**config.mk**
```make
export PLATFORM = sky130hd
export DESIGN_NAME = wb_unit
export DESIGN_NICKNAME = d
export VERILOG_FILES = /design/src/rtl/wb_unit_pkg.sv /design/src/rtl/wb_unit_load_fmt.sv /design/src/rtl/wb_unit.sv
export SDC_FILE = /design/constraint.sdc
export NUM_CORES = 1
export LEC_CHECK = 0
export ABC_AREA = 0
export CORE_MARGIN = 2
export CORE_UTILIZATION = 45
export DETAILED_ROUTE_END_ITERATION = 12
export MAX_ROUTING_LAYER = met4
export PLACE_DENSITY = 0.81
export RECOVER_POWER = 100
export SLEW_MARGIN = 20
export SYNTH_ARGS = -nofsm -noshare
export SYNTH_HDL_FRONTEND = slang
export SYNTH_SLANG_ARGS = --single-unit
```
**constraint.sdc**
```tcl
create_clock -name clk -period 4.3 [get_ports clk]
set_clock_uncertainty 0.1 [all_clocks]
set_input_delay 1.075 -clock clk [delete_from_list [all_inputs] [get_ports clk]]
set_output_delay 1.075 -clock clk [all_outputs]
set_load 0.01 [all_outputs]
```
**src/rtl/wb_unit_pkg.sv**
```systemverilog
// Shared definitions for the writeback stage: load encodings, FSM states and
// the funct3 legality helper used by the load formatter.
package wb_unit_pkg;

  localparam int XLEN_DEF = 32;

  localparam logic [2:0] F3_LB  = 3'b000;
  localparam logic [2:0] F3_LH  = 3'b001;
  localparam logic [2:0] F3_LW  = 3'b010;
  localparam logic [2:0] F3_LBU = 3'b100;
  localparam logic [2:0] F3_LHU = 3'b101;

  typedef enum logic [0:0] {
    ST_IDLE      = 1'b0,
    ST_WAIT_LOAD = 1'b1
  } wb_state_e;

  function automatic logic f3_is_legal(input logic [2:0] f3);
    logic legal;
    case (f3)
      F3_LB, F3_LH, F3_LW, F3_LBU, F3_LHU: legal = 1'b1;
      default:                             legal = 1'b0;
    endcase
    return legal;
  endfunction

endpackage

```
**src/rtl/wb_unit_load_fmt.sv**
```systemverilog
// Load data formatter: picks the byte/half/word addressed by addr_lo out of the
// raw aligned word and sign- or zero-extends it; flags unsupported funct3.
module wb_unit_load_fmt
  import wb_unit_pkg::*;
#(
  parameter int XLEN = XLEN_DEF
) (
  input  logic [XLEN-1:0] raw_i,
  input  logic [2:0]      funct3_i,
  input  logic [1:0]      addr_lo_i,
  output logic [XLEN-1:0] data_o,
  output logic            illegal_o
);

  logic [7:0]  byte_s;
  logic [15:0] half_s;

  // Halves are naturally aligned upstream, so only addr_lo[1] picks the half.
  assign byte_s    = raw_i[{addr_lo_i, 3'b000} +: 8];
  assign half_s    = raw_i[{addr_lo_i[1], 4'b0000} +: 16];
  assign illegal_o = !f3_is_legal(funct3_i);

  // Extension of the selected lane to the full datapath width.
  always_comb begin
    data_o = '0;
    case (funct3_i)
      F3_LB:   data_o = {{(XLEN-8){byte_s[7]}}, byte_s};
      F3_LBU:  data_o = {{(XLEN-8){1'b0}}, byte_s};
      F3_LH:   data_o = {{(XLEN-16){half_s[15]}}, half_s};
      F3_LHU:  data_o = {{(XLEN-16){1'b0}}, half_s};
      F3_LW:   data_o = raw_i;
      default: data_o = '0;
    endcase
  end

endmodule

```
**src/rtl/wb_unit.sv**
```systemverilog
// Writeback stage: sole writer of the integer register file. Retires ALU results
// directly, waits for one outstanding load at a time and exports a busy scoreboard.
module wb_unit
  import wb_unit_pkg::*;
#(
  parameter int XLEN         = XLEN_DEF,
  parameter int LOAD_TIMEOUT = 255
) (
  input  logic            clk,
  input  logic            rst,
  input  logic            exu_valid_i,
  output logic            exu_ready_o,
  input  logic [4:0]      exu_rd_addr_i,
  input  logic            exu_rd_wen_i,
  input  logic            exu_is_load_i,
  input  logic [2:0]      exu_funct3_i,
  input  logic [1:0]      exu_addr_lo_i,
  input  logic [XLEN-1:0] exu_result_i,
  input  logic            lsu_rvalid_i,
  input  logic [XLEN-1:0] lsu_rdata_i,
  input  logic            lsu_rerr_i,
  output logic            rd_wen_o,
  output logic [4:0]      rd_addr_o,
  output logic [XLEN-1:0] rd_data_o,
  output logic [31:0]     busy_mask_o,
  output logic            wb_done_o,
  output logic            load_err_o
);

  localparam logic        TIMEOUT_EN  = (LOAD_TIMEOUT != 0);
  localparam logic [31:0] TIMEOUT_LIM = 32'(LOAD_TIMEOUT);

  wb_state_e       state_q, state_d;
  logic [31:0]     cnt_q, cnt_d, cnt_inc_s;
  logic [4:0]      ld_rd_q, ld_rd_d;
  logic            ld_wen_q, ld_wen_d;
  logic [2:0]      ld_f3_q, ld_f3_d;
  logic [1:0]      ld_lo_q, ld_lo_d;
  logic            rd_wen_q, rd_wen_d;
  logic [4:0]      rd_addr_q, rd_addr_d;
  logic [XLEN-1:0] rd_data_q, rd_data_d;
  logic [31:0]     busy_q, busy_d;
  logic            wb_done_q, wb_done_d;
  logic            load_err_q, load_err_d;
  logic [XLEN-1:0] fmt_data_s;
  logic            fmt_illegal_s;

  wb_unit_load_fmt #(.XLEN(XLEN)) u_load_fmt (
    .raw_i     (lsu_rdata_i),
    .funct3_i  (ld_f3_q),
    .addr_lo_i (ld_lo_q),
    .data_o    (fmt_data_s),
    .illegal_o (fmt_illegal_s)
  );

  assign cnt_inc_s = cnt_q + 32'd1;

  // Next-state, scoreboard and writeback computation.
  always_comb begin
    state_d    = state_q;
    cnt_d      = cnt_q;
    ld_rd_d    = ld_rd_q;
    ld_wen_d   = ld_wen_q;
    ld_f3_d    = ld_f3_q;
    ld_lo_d    = ld_lo_q;
    rd_wen_d   = 1'b0;
    rd_addr_d  = rd_addr_q;
    rd_data_d  = rd_data_q;
    busy_d     = busy_q;
    wb_done_d  = 1'b0;
    load_err_d = 1'b0;
    case (state_q)
      ST_IDLE: begin
        cnt_d = 32'd0;
        if (exu_valid_i && exu_is_load_i) begin
          ld_rd_d  = exu_rd_addr_i;
          ld_wen_d = exu_rd_wen_i;
          ld_f3_d  = exu_funct3_i;
          ld_lo_d  = exu_addr_lo_i;
          state_d  = ST_WAIT_LOAD;
          if (exu_rd_wen_i && (exu_rd_addr_i != 5'd0)) begin
            busy_d = 32'd1 << exu_rd_addr_i;
          end else begin
            busy_d = 32'd0;
          end
        end else if (exu_valid_i) begin
          wb_done_d = 1'b1;
          if (exu_rd_wen_i && (exu_rd_addr_i != 5'd0)) begin
            rd_wen_d  = 1'b1;
            rd_addr_d = exu_rd_addr_i;
            rd_data_d = exu_result_i;
          end else begin
            rd_wen_d  = 1'b0;
          end
        end else begin
          state_d = ST_IDLE;
        end
      end
      ST_WAIT_LOAD: begin
        // A response in the expiry cycle still retires normally.
        if (lsu_rvalid_i) begin
          state_d   = ST_IDLE;
          busy_d    = 32'd0;
          wb_done_d = 1'b1;
          cnt_d     = 32'd0;
          if (lsu_rerr_i || fmt_illegal_s) begin
            load_err_d = 1'b1;
          end else if (ld_wen_q && (ld_rd_q != 5'd0)) begin
            rd_wen_d  = 1'b1;
            rd_addr_d = ld_rd_q;
            rd_data_d = fmt_data_s;
          end else begin
            rd_wen_d  = 1'b0;
          end
        end else if (TIMEOUT_EN && (cnt_inc_s == TIMEOUT_LIM)) begin
          state_d    = ST_IDLE;
          busy_d     = 32'd0;
          wb_done_d  = 1'b1;
          load_err_d = 1'b1;
          cnt_d      = 32'd0;
        end else begin
          cnt_d = cnt_inc_s;
        end
      end
      default: begin
        state_d = ST_IDLE;
        busy_d  = 32'd0;
        cnt_d   = 32'd0;
      end
    endcase
  end

  // State, scoreboard and registered register-file write port.
  always_ff @(posedge clk or posedge rst) begin
    if (rst) begin
      state_q    <= ST_IDLE;
      cnt_q      <= 32'd0;
      ld_rd_q    <= 5'd0;
      ld_wen_q   <= 1'b0;
      ld_f3_q    <= 3'd0;
      ld_lo_q    <= 2'd0;
      rd_wen_q   <= 1'b0;
      rd_addr_q  <= 5'd0;
      rd_data_q  <= '0;
      busy_q     <= 32'd0;
      wb_done_q  <= 1'b0;
      load_err_q <= 1'b0;
    end else begin
      state_q    <= state_d;
      cnt_q      <= cnt_d;
      ld_rd_q    <= ld_rd_d;
      ld_wen_q   <= ld_wen_d;
      ld_f3_q    <= ld_f3_d;
      ld_lo_q    <= ld_lo_d;
      rd_wen_q   <= rd_wen_d;
      rd_addr_q  <= rd_addr_d;
      rd_data_q  <= rd_data_d;
      busy_q     <= busy_d;
      wb_done_q  <= wb_done_d;
      load_err_q <= load_err_d;
    end
  end

  assign exu_ready_o = (state_q == ST_IDLE);
  assign rd_wen_o    = rd_wen_q;
  assign rd_addr_o   = rd_addr_q;
  assign rd_data_o   = rd_data_q;
  assign busy_mask_o = busy_q;
  assign wb_done_o   = wb_done_q;
  assign load_err_o  = load_err_q;

endmodule
```
==> impl_metrics.py <==
metrics = {
    "finish": {
        "fin_cells": 964,
        "syn_to_final_growth_pct": 37.2,
        "n_antenna_cell": 0,
        "layout-drive-gt1-share": 0.0774,
        "layout.nets": 858,
    },
    "yosys": {
        "synth_ff_type": "dfrtp_1",
        "seq_area_frac_synth": 0.483,
        "yosys_warnings": 0,
        "synth_edf_count": 0,
        "synthSimpleGateAreaFrac": 0.198,
        "synth_top_family_by_area": "simple AND/OR/NAND/NOR gates",
        "synth_xor_area_frac": 0.0379,
        "synth.avg_cell_area_sq_um": 9.43,
        "synth_fa_ha_area_frac": 0.00416,
        "syn_nets": 721,
        "synth-seq-cells": 116,
        "ys_types": 60,
        "synth_compound_area_frac": 0.195,
        "postSynthCellCount": 638,
        "synth_area_sq_um": 6010,
        "ys_async_sr_fraction": 1.00,
        "muxShareOfSynthArea": 0.0464,
    },
    "timing": {
        "finalSetupViolCount": 0,
        "rsz0062_at_grt": "false",
        "fmax_mhz": 277,
        "post-route-period-util": 0.840,
        "finalSetupTns_ps": 0,
        "slew-limit-headroom": -0.505,
        "maxSlewViolCount": 57,
        "tightestPinTransition_ps": 2250,
        "finalHoldViolations": 0,
        "finalCriticalPeriod_ps": 3610,
        "finalWorstSetupSlack_ps": 690,
    },
    "clock_network": {
        "ctsLongestPathBuffers": 2,
        "cts.repair.resized": 0,
        "hold_buffers": 0,
        "h-tree-depth": 4,
        "cts_root_buf": "clkbuf_16",
        "post_cts_buffers": 0,
        "cts_buffers": 17,
        "clk_pin_slew_ps": 60,
        "cts_tree": "yes",
        "clock_sinks": 116,
        "clk_latency_ps": 410,
    },
    "drt": {
        "drc_errors": 0,
        "ant_nets": 0,
        "wl_um": 17900,
        "vias": 5678,
        "firstDrtPassIters": 5,
        "drtIter0Drc": 468,
        "avgRoutedWirePerCell_um": 18.5,
        "vias_per_cell": 5.89,
    },
    "die": {
        "fp.dieH_um": 120,
        "core_area_sq_um": 13100,
        "pin_count": 154,
        "rows": 42,
        "initial_core_util": 0.458,
        "die_w_um": 120,
        "die_area_sq_um": 14300,
    },
    "placement": {
        "hpwl_um": 12900,
        "dp.cells": 932,
        "port_buffers": 153,
        "place_ws_ps": 921,
        "gp_congestion": 1.03,
    },
    "hold_path": {
        "hold_path.class": "reg -> reg",
    },
    "pwr": {
        "p_sw_mw": 1.07,
        "pwr-share-seq": 0.365,
        "power_density_nw_per_um2": 455,
        "pwr-share-clk": 0.406,
        "combPwrFrac": 0.229,
        "p_sw_frac": 0.284,
        "leakagePower_nw": 3.33,
        "internal-power_mw": 2.69,
        "ir_drop_mv": 0.357,
    },
    "global_route": {
        "grt_max_degree": 76,
        "grt_pass1_wl_um": 28400,
        "gr-total-overflow": 0,
        "grt_pass1_vias": 5520,
        "antenna_found_initial": 0,
        "grt_util_all_layers": 0.260,
    },
    "worst_setup_path": {
        "start_kind": "flop",
        "r2r_slack_ps": 690,
        "cp.buffers_inverters": 0,
        "cp-endpoint": "busy_mask_o[0]",
        "critPathRequiredTime_ps": 4500,
        "cp_num_cells": 9,
        "reg2reg_from": "cnt_q[0]",
        "rr_endpoint": "busy_mask_o[0]",
        "critPathLaunch": "cnt_q[0]",
        "crit_chain": "ha_1 -> nand3_1 -> or4_1 -> nor3_1 -> nand4_1 -> a2111oi_0 -> and4bb_1 -> o2bb2ai_4 -> and2_0",
        "end_kind": "flop",
        "reg2reg_depth": 9,
        "arrival_ps": 3810,
        "critPathMaxFanout": 32,
        "path_delay_family": "simple AND/OR/NAND/NOR gates",
        "max_stage_delay_ps": 690,
        "slowest_stage": "or4_1",
        "criticalPathCategory": "reg -> reg",
    },
    "status": {
        "status": "complete, but fails checks",
        "violations": "capacitance limit, slew limit",
    },
    "run": {
        "drv_cap": 1,
    },
}
==> metal layers <==
metal | vias up | share of wire | GRT usage
met5 | - | 0 | -
met4 | 0 | 0.046 | 0.135
li1 | 2589 | - | -
met1 | 2756 | 0.42 | 0.336
met3 | 70 | 0.061 | 0.0589
met2 | 263 | 0.47 | 0.386
==> logic make-up (layout without fill, tap and decap cells) <==
family	Yosys count	after routing
fa+ha+maj	2	2
xor+xnor	26	26
flops	116	116
mux	25	25
buf+inv	49	199
simple gates	240	240
compound gates	180	180
==> synthesized netlist by cell type (2+ instances only) <==
master,instances,share of area
a21o_1,4,0.0050
a41oi_1,2,0.0029
ha_1,2,0.0042
mux2i_1,11,0.018
clkbuf_1,29,0.018
nand2b_1,6,0.0062
buf_2,2,0.0017
nor4_2,2,0.0042
and4_1,2,0.0029
o2bb2ai_1,29,0.042
a31oi_1,9,0.0094
nor2b_1,6,0.0062
or2_2,3,0.0031
xnor2_1,13,0.019
o21ba_2,2,0.0033
buf_1,6,0.0037
nor3_1,10,0.0083
o221ai_1,7,0.010
nand4_1,16,0.017
buf_4,2,0.0025
a21oi_1,88,0.073
inv_1,6,0.0037
xor2_1,13,0.019
dfrtp_1,116,0.48
or3_1,4,0.0042
a211oi_1,2,0.0025
buf_6,3,0.0056
nor2_1,104,0.065
and3_1,4,0.0042
nand2_1,43,0.027
o31ai_1,2,0.0025
mux2_2,13,0.024
or4_1,3,0.0037
nor4_1,4,0.0042
o21ai_0,15,0.012
nand3_1,16,0.013
and2_1,3,0.0031
nor4b_1,5,0.0073
a22oi_1,10,0.012
==> final cells by class <==
cell class,instances,area (sq um)
flip-flops and latches,116,2900
clock buffers,19,433
well taps,176,220
clock inverters,13,208
fillers,1092,4890
inverters,7,26.3
repair buffers,160,1590
multi-input cells,473,2880
==> worst min path at each step <==
stage | from | end | cells past startpoint
5_1_grt | busy_mask_o[1] | busy_mask_o[1] | 1
2_1_floorplan | cnt_q[0] | cnt_q[0] | 1
4_1_cts | busy_mask_o[1] | busy_mask_o[1] | 1
3_3_place_gp | busy_mask_o[6] | busy_mask_o[6] | 1
6_report | busy_mask_o[1] | busy_mask_o[1] | 1
3_5_place_dp | busy_mask_o[29] | busy_mask_o[29] | 1
==> sequential cells by signal, indices dropped and copies added, names as in the netlist <==
name	flops
state_q	1
ld_rd_q	5
load_err_o	1
busy_mask_o	32
wb_done_o	1
cnt_q	32
rd_addr_o	5
rd_data_o	32
rd_wen_o	1
ld_lo_q	2
ld_f3_q	3
ld_wen_q	1
==> cell usage in the layout (no fill, tap or decap), drive strengths merged, types with 3 or more instances in the layout <==
cell / instances
o21ai: 16
or4: 4
and2: 3
or3: 4
nand2: 43
buf: 4
clkdlybuf4s50: 76
nand4: 16
xor2: 13
o2bb2ai: 30
dfrtp: 116
mux2i: 11
xnor2: 13
or2: 4
inv: 6
nor4: 7
and3: 4
clkinvlp: 4
nor4b: 5
nor2: 104
a21oi: 88
nand3: 18
clkinv: 5
dlygate4sd3: 77
o221ai: 7
nor3: 11
a21o: 4
nand2b: 6
a22oi: 10
clkbuf: 22
nor2b: 6
mux2: 13
bufinv: 5
a31oi: 9
==> power by group through the flow <==
stage / clock (mW) / combinational (mW) / sequential [mW]
floorplan: 0 / 0.404 / 1.42
global placement: 0 / 0.893 / 1.39
detailed placement: 0 / 0.909 / 1.39
CTS: 1.55 / 0.915 / 1.38
global route: 1.60 / 0.931 / 1.40
finish: 1.53 / 0.859 / 1.37
==> worst reg2reg max path, cell delays in order, from the launching register on <==
cell and delay, ps:
dfrtp_1 430, ha_1 230, nand3_1 240, or4_1 690, nor3_1 390, nand4_1 130, a2111oi_0 390, and4bb_1 360
o2bb2ai_4 260, and2_0 280
==> stage by stage <==
stage | area, sq um | util | hold WS, ps | total power [mW]
2_1_floorplan | 6010 | - | 380 | 1.82
3_3_place_gp | 7660 | 0.583 | 376 | 2.28
3_5_place_dp | 7660 | 0.583 | 379 | 2.30
4_1_cts | 8300 | 0.632 | 396 | 3.84
5_1_grt | 8250 | 0.628 | 403 | 3.93
6_report | 8250 | 0.628 | 384 | 3.76
Power figures use the tool's default switching activity.
